--- config.mk ---
export PLATFORM = sky130hd
export DESIGN_NAME = bcd_counter_chain
export DESIGN_NICKNAME = d
export VERILOG_FILES = /design/src/rtl/bcd_chain_pkg.sv /design/src/rtl/bcd_digit.sv /design/src/rtl/bcd_counter_chain.sv
export SDC_FILE = /design/constraint.sdc
export NUM_CORES = 1
export LEC_CHECK = 0
export CAP_MARGIN = 20
export CORE_MARGIN = 10
export CORE_UTILIZATION = 52
export CTS_CLUSTER_SIZE = 20
export DETAILED_ROUTE_END_ITERATION = 16
export PLACE_DENSITY = 0.95
export SETUP_SLACK_MARGIN = 0.2
export SYNTH_ARGS = -nofsm -noshare
export SYNTH_HDL_FRONTEND = slang
export SYNTH_SLANG_ARGS = --single-unit
--- constraint.sdc ---
create_clock -name clk_i -period 4.8 [get_ports clk_i]
set_clock_uncertainty 0.15 [all_clocks]
set_input_delay 0.96 -clock clk_i [delete_from_list [all_inputs] [get_ports clk_i]]
set_output_delay 0.96 -clock clk_i [all_outputs]
set_load 0.1 [all_outputs]
--- src/rtl/bcd_chain_pkg.sv ---
// Shared constants and digit helpers for the synchronous BCD/radix counter chain.
package bcd_chain_pkg;

    localparam int DIGIT_W    = 4;
    localparam int MAX_DIGITS = 8;

    // Limits a raw nibble to the largest legal digit for the given radix.
    function automatic logic [DIGIT_W-1:0] clamp_digit(input logic [DIGIT_W-1:0] value,
                                                       input int modulus);
        if (int'(value) >= modulus) begin
            return DIGIT_W'(modulus - 1);
        end
        return value;
    endfunction

    // A digit is terminal when the next step in the current direction wraps it.
    function automatic logic is_term(input logic [DIGIT_W-1:0] digit,
                                     input int modulus,
                                     input logic up);
        if (up) begin
            return (int'(digit) == (modulus - 1));
        end
        return (digit == '0);
    endfunction

endpackage

--- src/rtl/bcd_digit.sv ---
// One radix-MODULUS digit of the counter chain with clear, preset, load and step.
module bcd_digit
    import bcd_chain_pkg::*;
#(
    parameter int MODULUS = 10
) (
    input  logic               clk_i,
    input  logic               rst_i,
    input  logic               r0_i,
    input  logic               r9_i,
    input  logic               load_i,
    input  logic [DIGIT_W-1:0] loadNibble_i,
    input  logic               stepEn_i,
    input  logic               up_i,
    output logic [DIGIT_W-1:0] digit_o,
    output logic               term_o
);

    localparam logic [DIGIT_W-1:0] DIGIT_MAX = DIGIT_W'(MODULUS - 1);

    logic [DIGIT_W-1:0] digit_q;
    logic [DIGIT_W-1:0] digit_d;

    // Next digit value: preset beats clear beats load beats a count step.
    always_comb begin
        digit_d = digit_q;
        if (r9_i) begin
            digit_d = DIGIT_MAX;
        end else if (r0_i) begin
            digit_d = '0;
        end else if (load_i) begin
            digit_d = clamp_digit(loadNibble_i, MODULUS);
        end else if (stepEn_i) begin
            if (up_i) begin
                digit_d = (digit_q == DIGIT_MAX) ? '0 : digit_q + 1'b1;
            end else begin
                digit_d = (digit_q == '0) ? DIGIT_MAX : digit_q - 1'b1;
            end
        end
    end

    // Digit register with synchronous reset to zero.
    always_ff @(posedge clk_i) begin
        if (rst_i) begin
            digit_q <= '0;
        end else begin
            digit_q <= digit_d;
        end
    end

    assign digit_o = digit_q;
    assign term_o  = is_term(digit_q, MODULUS, up_i);

endmodule

--- src/rtl/bcd_counter_chain.sv ---
// Fully synchronous chain of DIGITS radix-MODULUS counters with terminal count/carry.
// Optional sticky wrap flag on ovf_o is enabled by defining BCD_CHAIN_OVF_STICKY_EN.
module bcd_counter_chain
    import bcd_chain_pkg::*;
#(
    parameter int DIGITS  = 4,
    parameter int MODULUS = 10
) (
    input  logic                      clk_i,
    input  logic                      rst_i,
    input  logic                      en_i,
    input  logic                      up_i,
    input  logic                      r0_i,
    input  logic                      r9_i,
    input  logic                      load_i,
    input  logic [DIGIT_W*DIGITS-1:0] load_val_i,
    output logic [DIGIT_W*DIGITS-1:0] count_o,
    output logic                      tc_o,
    output logic                      carry_o,
    output logic                      ovf_o
);

    logic [DIGITS-1:0] termFlags;
    logic [DIGITS:0]   stepChain;

    // Digit k steps only when enabled and every lower digit is about to wrap,
    // so the whole carry resolves within one cycle.
    assign stepChain[0] = en_i;

    for (genvar k = 0; k < DIGITS; k++) begin : gDigit
        bcd_digit #(
            .MODULUS(MODULUS)
        ) uDigit (
            .clk_i       (clk_i),
            .rst_i       (rst_i),
            .r0_i        (r0_i),
            .r9_i        (r9_i),
            .load_i      (load_i),
            .loadNibble_i(load_val_i[k*DIGIT_W +: DIGIT_W]),
            .stepEn_i    (stepChain[k]),
            .up_i        (up_i),
            .digit_o     (count_o[k*DIGIT_W +: DIGIT_W]),
            .term_o      (termFlags[k])
        );
        assign stepChain[k+1] = stepChain[k] & termFlags[k];
    end

    assign tc_o    = &termFlags;
    assign carry_o = stepChain[DIGITS];

`ifdef BCD_CHAIN_OVF_STICKY_EN
    logic ovf_q;
    logic ovf_d;
    logic stepTaken;

    // A step only happens when no clear, preset or load claims the cycle.
    assign stepTaken = carry_o & ~r9_i & ~r0_i & ~load_i;

    // Sticky flag: cleared by an effective clear, set by any full wrap.
    always_comb begin
        ovf_d = ovf_q;
        if (r0_i && !r9_i) begin
            ovf_d = 1'b0;
        end else if (stepTaken) begin
            ovf_d = 1'b1;
        end
    end

    // Wrap flag register with synchronous reset.
    always_ff @(posedge clk_i) begin
        if (rst_i) begin
            ovf_q <= 1'b0;
        end else begin
            ovf_q <= ovf_d;
        end
    end

    assign ovf_o = ovf_q;
`else
    assign ovf_o = 1'b0;
`endif

endmodule
==> flow_metrics.tcl <==
set metrics [dict create \
    status "complete, no violations" \
    core_area_um2 2810 \
    drive_above_1_share 0.0885 \
    p_leak_nw 0.691 \
    drt-total-wl_um 4170 \
    cts_resized 0 \
    dieArea_um2 5570 \
    drv_cap 0 \
    insertion_delay_ns 0.30 \
    cp.arrival_ns 3.19 \
    syn_nets 225 \
    synth_common_cells "nor2_1 (20), dfxtp_1 (16), a21oi_1 (12)" \
    initial_core_util 0.553 \
    root_buffer "clkbuf_4" \
    die_h_um 74.6 \
    crit_type "in2out" \
    worstPathBufferInverterCount 3 \
    rsz0062_at_grt "false" \
    cp_slowest_cell "clkdlybuf4s50_1" \
    cpLargestDelayFamily "buffers and inverters" \
    layout_min_cycle_time_ns 4.30 \
    synth_edf_count 0 \
    max_freq_mhz 233 \
    h-tree-depth 1 \
    viasPerCell 6.24 \
    finalHoldViolations 0 \
    io_pins 42 \
    cts_tree "built" \
    crit_fanout 16 \
    synth.area.top_cells "dfxtp_1 (21%), nor2_1 (4.8%), xnor2_1 (4.0%), a21oi_1 (3.9%), mux2i_1 (3.2%)" \
    cts.clk_slew.worst_paths_ns 0.11 \
    antenna_found_initial 0 \
    vias 1603 \
    p_total_mw 0.424 \
    syn_avg_cell_area_um2 7.67 \
    die_w_um 74.6 \
    yosys.area.top_type_share 0.207 \
    synth_ff_type "dfxtp_1" \
    ir_drop_mv 0.156 \
    drt_pass1_iterations 4 \
    hpwl_um 3130 \
    worst_pin_slew_ns 0.984 \
    cts.sinks 16 \
    netlist_area_um2 1550 \
    setup_viol 0 \
    post_cts_hold_buffer_count 0 \
    start_kind "primary input" \
    cts_buffer_depth 2 \
    setup_tns_ns 0 \
    hold_class "reg2reg" \
    required_ns 3.69 \
    dr.first_iter.drc_count 201 \
    min_path_cells 2 \
    crit_cells 7 \
    min_period_over_period 0.896 \
    wire_per_inst_um 16.2 \
    drtAntennaViolNets 0 \
    drc 0 \
    seq_area_frac_synth 0.207 \
    ff2ff_path_depth 5 \
    grt_pass1_wl_um 6680 \
    nNetsFinal 250 \
    rows 19 \
    cpPeakStageDelay_ns 0.80 \
    port-buffer-count 40 \
    grt_pass1_vias 1392 \
    powerDensity_nw_per_um2 219 \
    async_flop_share 0 \
    gr-total-overflow 0 \
    grt_max_degree 22 \
    largest_register_ffs 16 \
    maxSlewHeadroom 0.342 \
    postSynthCellCount 202 \
    synth_warnings 0 \
    synthMostInstantiatedCell "nor2_1" \
    end_kind "output pin" \
    synth-seq-cells 16 \
    post_cts_buffers 0 \
    n_antenna_cell 0 \
    gp_congestion 0.871 \
    cts_made_buffers 3 \
    drv_slew 0 \
    synth.largest_area_cell "dfxtp_1" \
    area_growth_pct 24.9 \
    track_usage 0.150 \
    cp_cell_sequence "clkdlybuf4s50_1, buf_4, and3_1, o21ai_1, or3_1, nor2_1, buf_12" \
    synth_cell_types 58 \
]
## report_power, final
group / internal (mW) / switching (mW) / leakage (nW) / total [mW]
combinational: 0.0625 / 0.107 / 0.538 / 0.169
clock: 0.0463 / 0.0502 / 0.0210 / 0.0965
sequential: 0.139 / 0.0186 / 0.132 / 0.158
total: 0.248 / 0.176 / 0.691 / 0.424
## worst paths after layout
| path | slack, ns | end | startpoint |
|---|---|---|---|
| hold / removal | 0.53 | gDigit[3].uDigit.digit_o[2]$_SDFFE_PP0P_ | gDigit[3].uDigit.digit_o[2]$_SDFFE_PP0P_ |
| hold reg to reg | 0.53 | gDigit[3].uDigit.digit_o[2]$_SDFFE_PP0P_ | gDigit[3].uDigit.digit_o[2]$_SDFFE_PP0P_ |
| setup reg to reg | 2.73 | gDigit[3].uDigit.digit_o[3]$_SDFFE_PP0P_ | gDigit[0].uDigit.digit_o[0]$_SDFFE_PP0P_ |
| setup / recovery | 0.50 | carry_o | up_i |
## routing by layer
metal	GRT usage	share of wire	wire length, um	vias up
met2	0.211	0.43	1800	69
li1	-	-	-	794
met1	0.194	0.44	1830	732
met4	0.0819	0.017	72	0
met5	0	0	0	-
met3	0.0532	0.11	463	8
## cell families after synthesis
family / Yosys count / share of synthesized area
compound gates: 70 / 0.321
flops: 16 / 0.207
other cells: 1 / 0.00242
buf+inv: 28 / 0.0952
mux: 5 / 0.0323
simple gates: 71 / 0.275
xor+xnor: 11 / 0.0670
## layout by cell type (no fill, tap or decap), drive strengths merged, types with 3 or more instances in the layout
cell and count:
clkdlybuf4s50 38, nor2 21, o21ai 17, dfxtp 16, a21oi 12, nand2 10, nor3 9, and3 7
xnor2 7, a211oi 6, a31oi 5, inv 5, mux2i 5, o2bb2ai 4, nand3b 4, xor2 4
nor4 4, clkbuf 4, buf 4, or3 3, o21bai 3, nor2b 3, o211ai 3, nor4b 3
## worst register-to-register path: stages, from the launching register on
cell and delay (ns):
dfxtp_1 0.59, and3_1 0.29, o211ai_4 0.20, nor3_4 0.37
nor4b_2 0.29, nor4_2 0.08
## cell type report
type                            count  area [um^2]
Inverter                            6         22.5
Timing Repair Buffer               42          435
Sequential cell                    16          320
Clock buffer                        4         36.3
Fill cell                         226          870
Multi-Input combinational cell    158         1080
Tap cell                           31         38.8
## stage by stage
stage | setup WS [ns] | util | hold WS (ns) | instances | area [um^2]
after floorplan | 0.456 | - | 0.879 | 202 | 1550
after global placement | 0.562 | 0.677 | 0.505 | 253 | 1900
after detailed placement | 0.561 | 0.677 | 0.507 | 253 | 1900
after CTS | 0.540 | 0.690 | 0.526 | 257 | 1940
after global routing | 0.383 | 0.690 | 0.557 | 257 | 1940
final | 0.500 | 0.690 | 0.531 | 257 | 1940
Power figures use the tool's default switching activity.
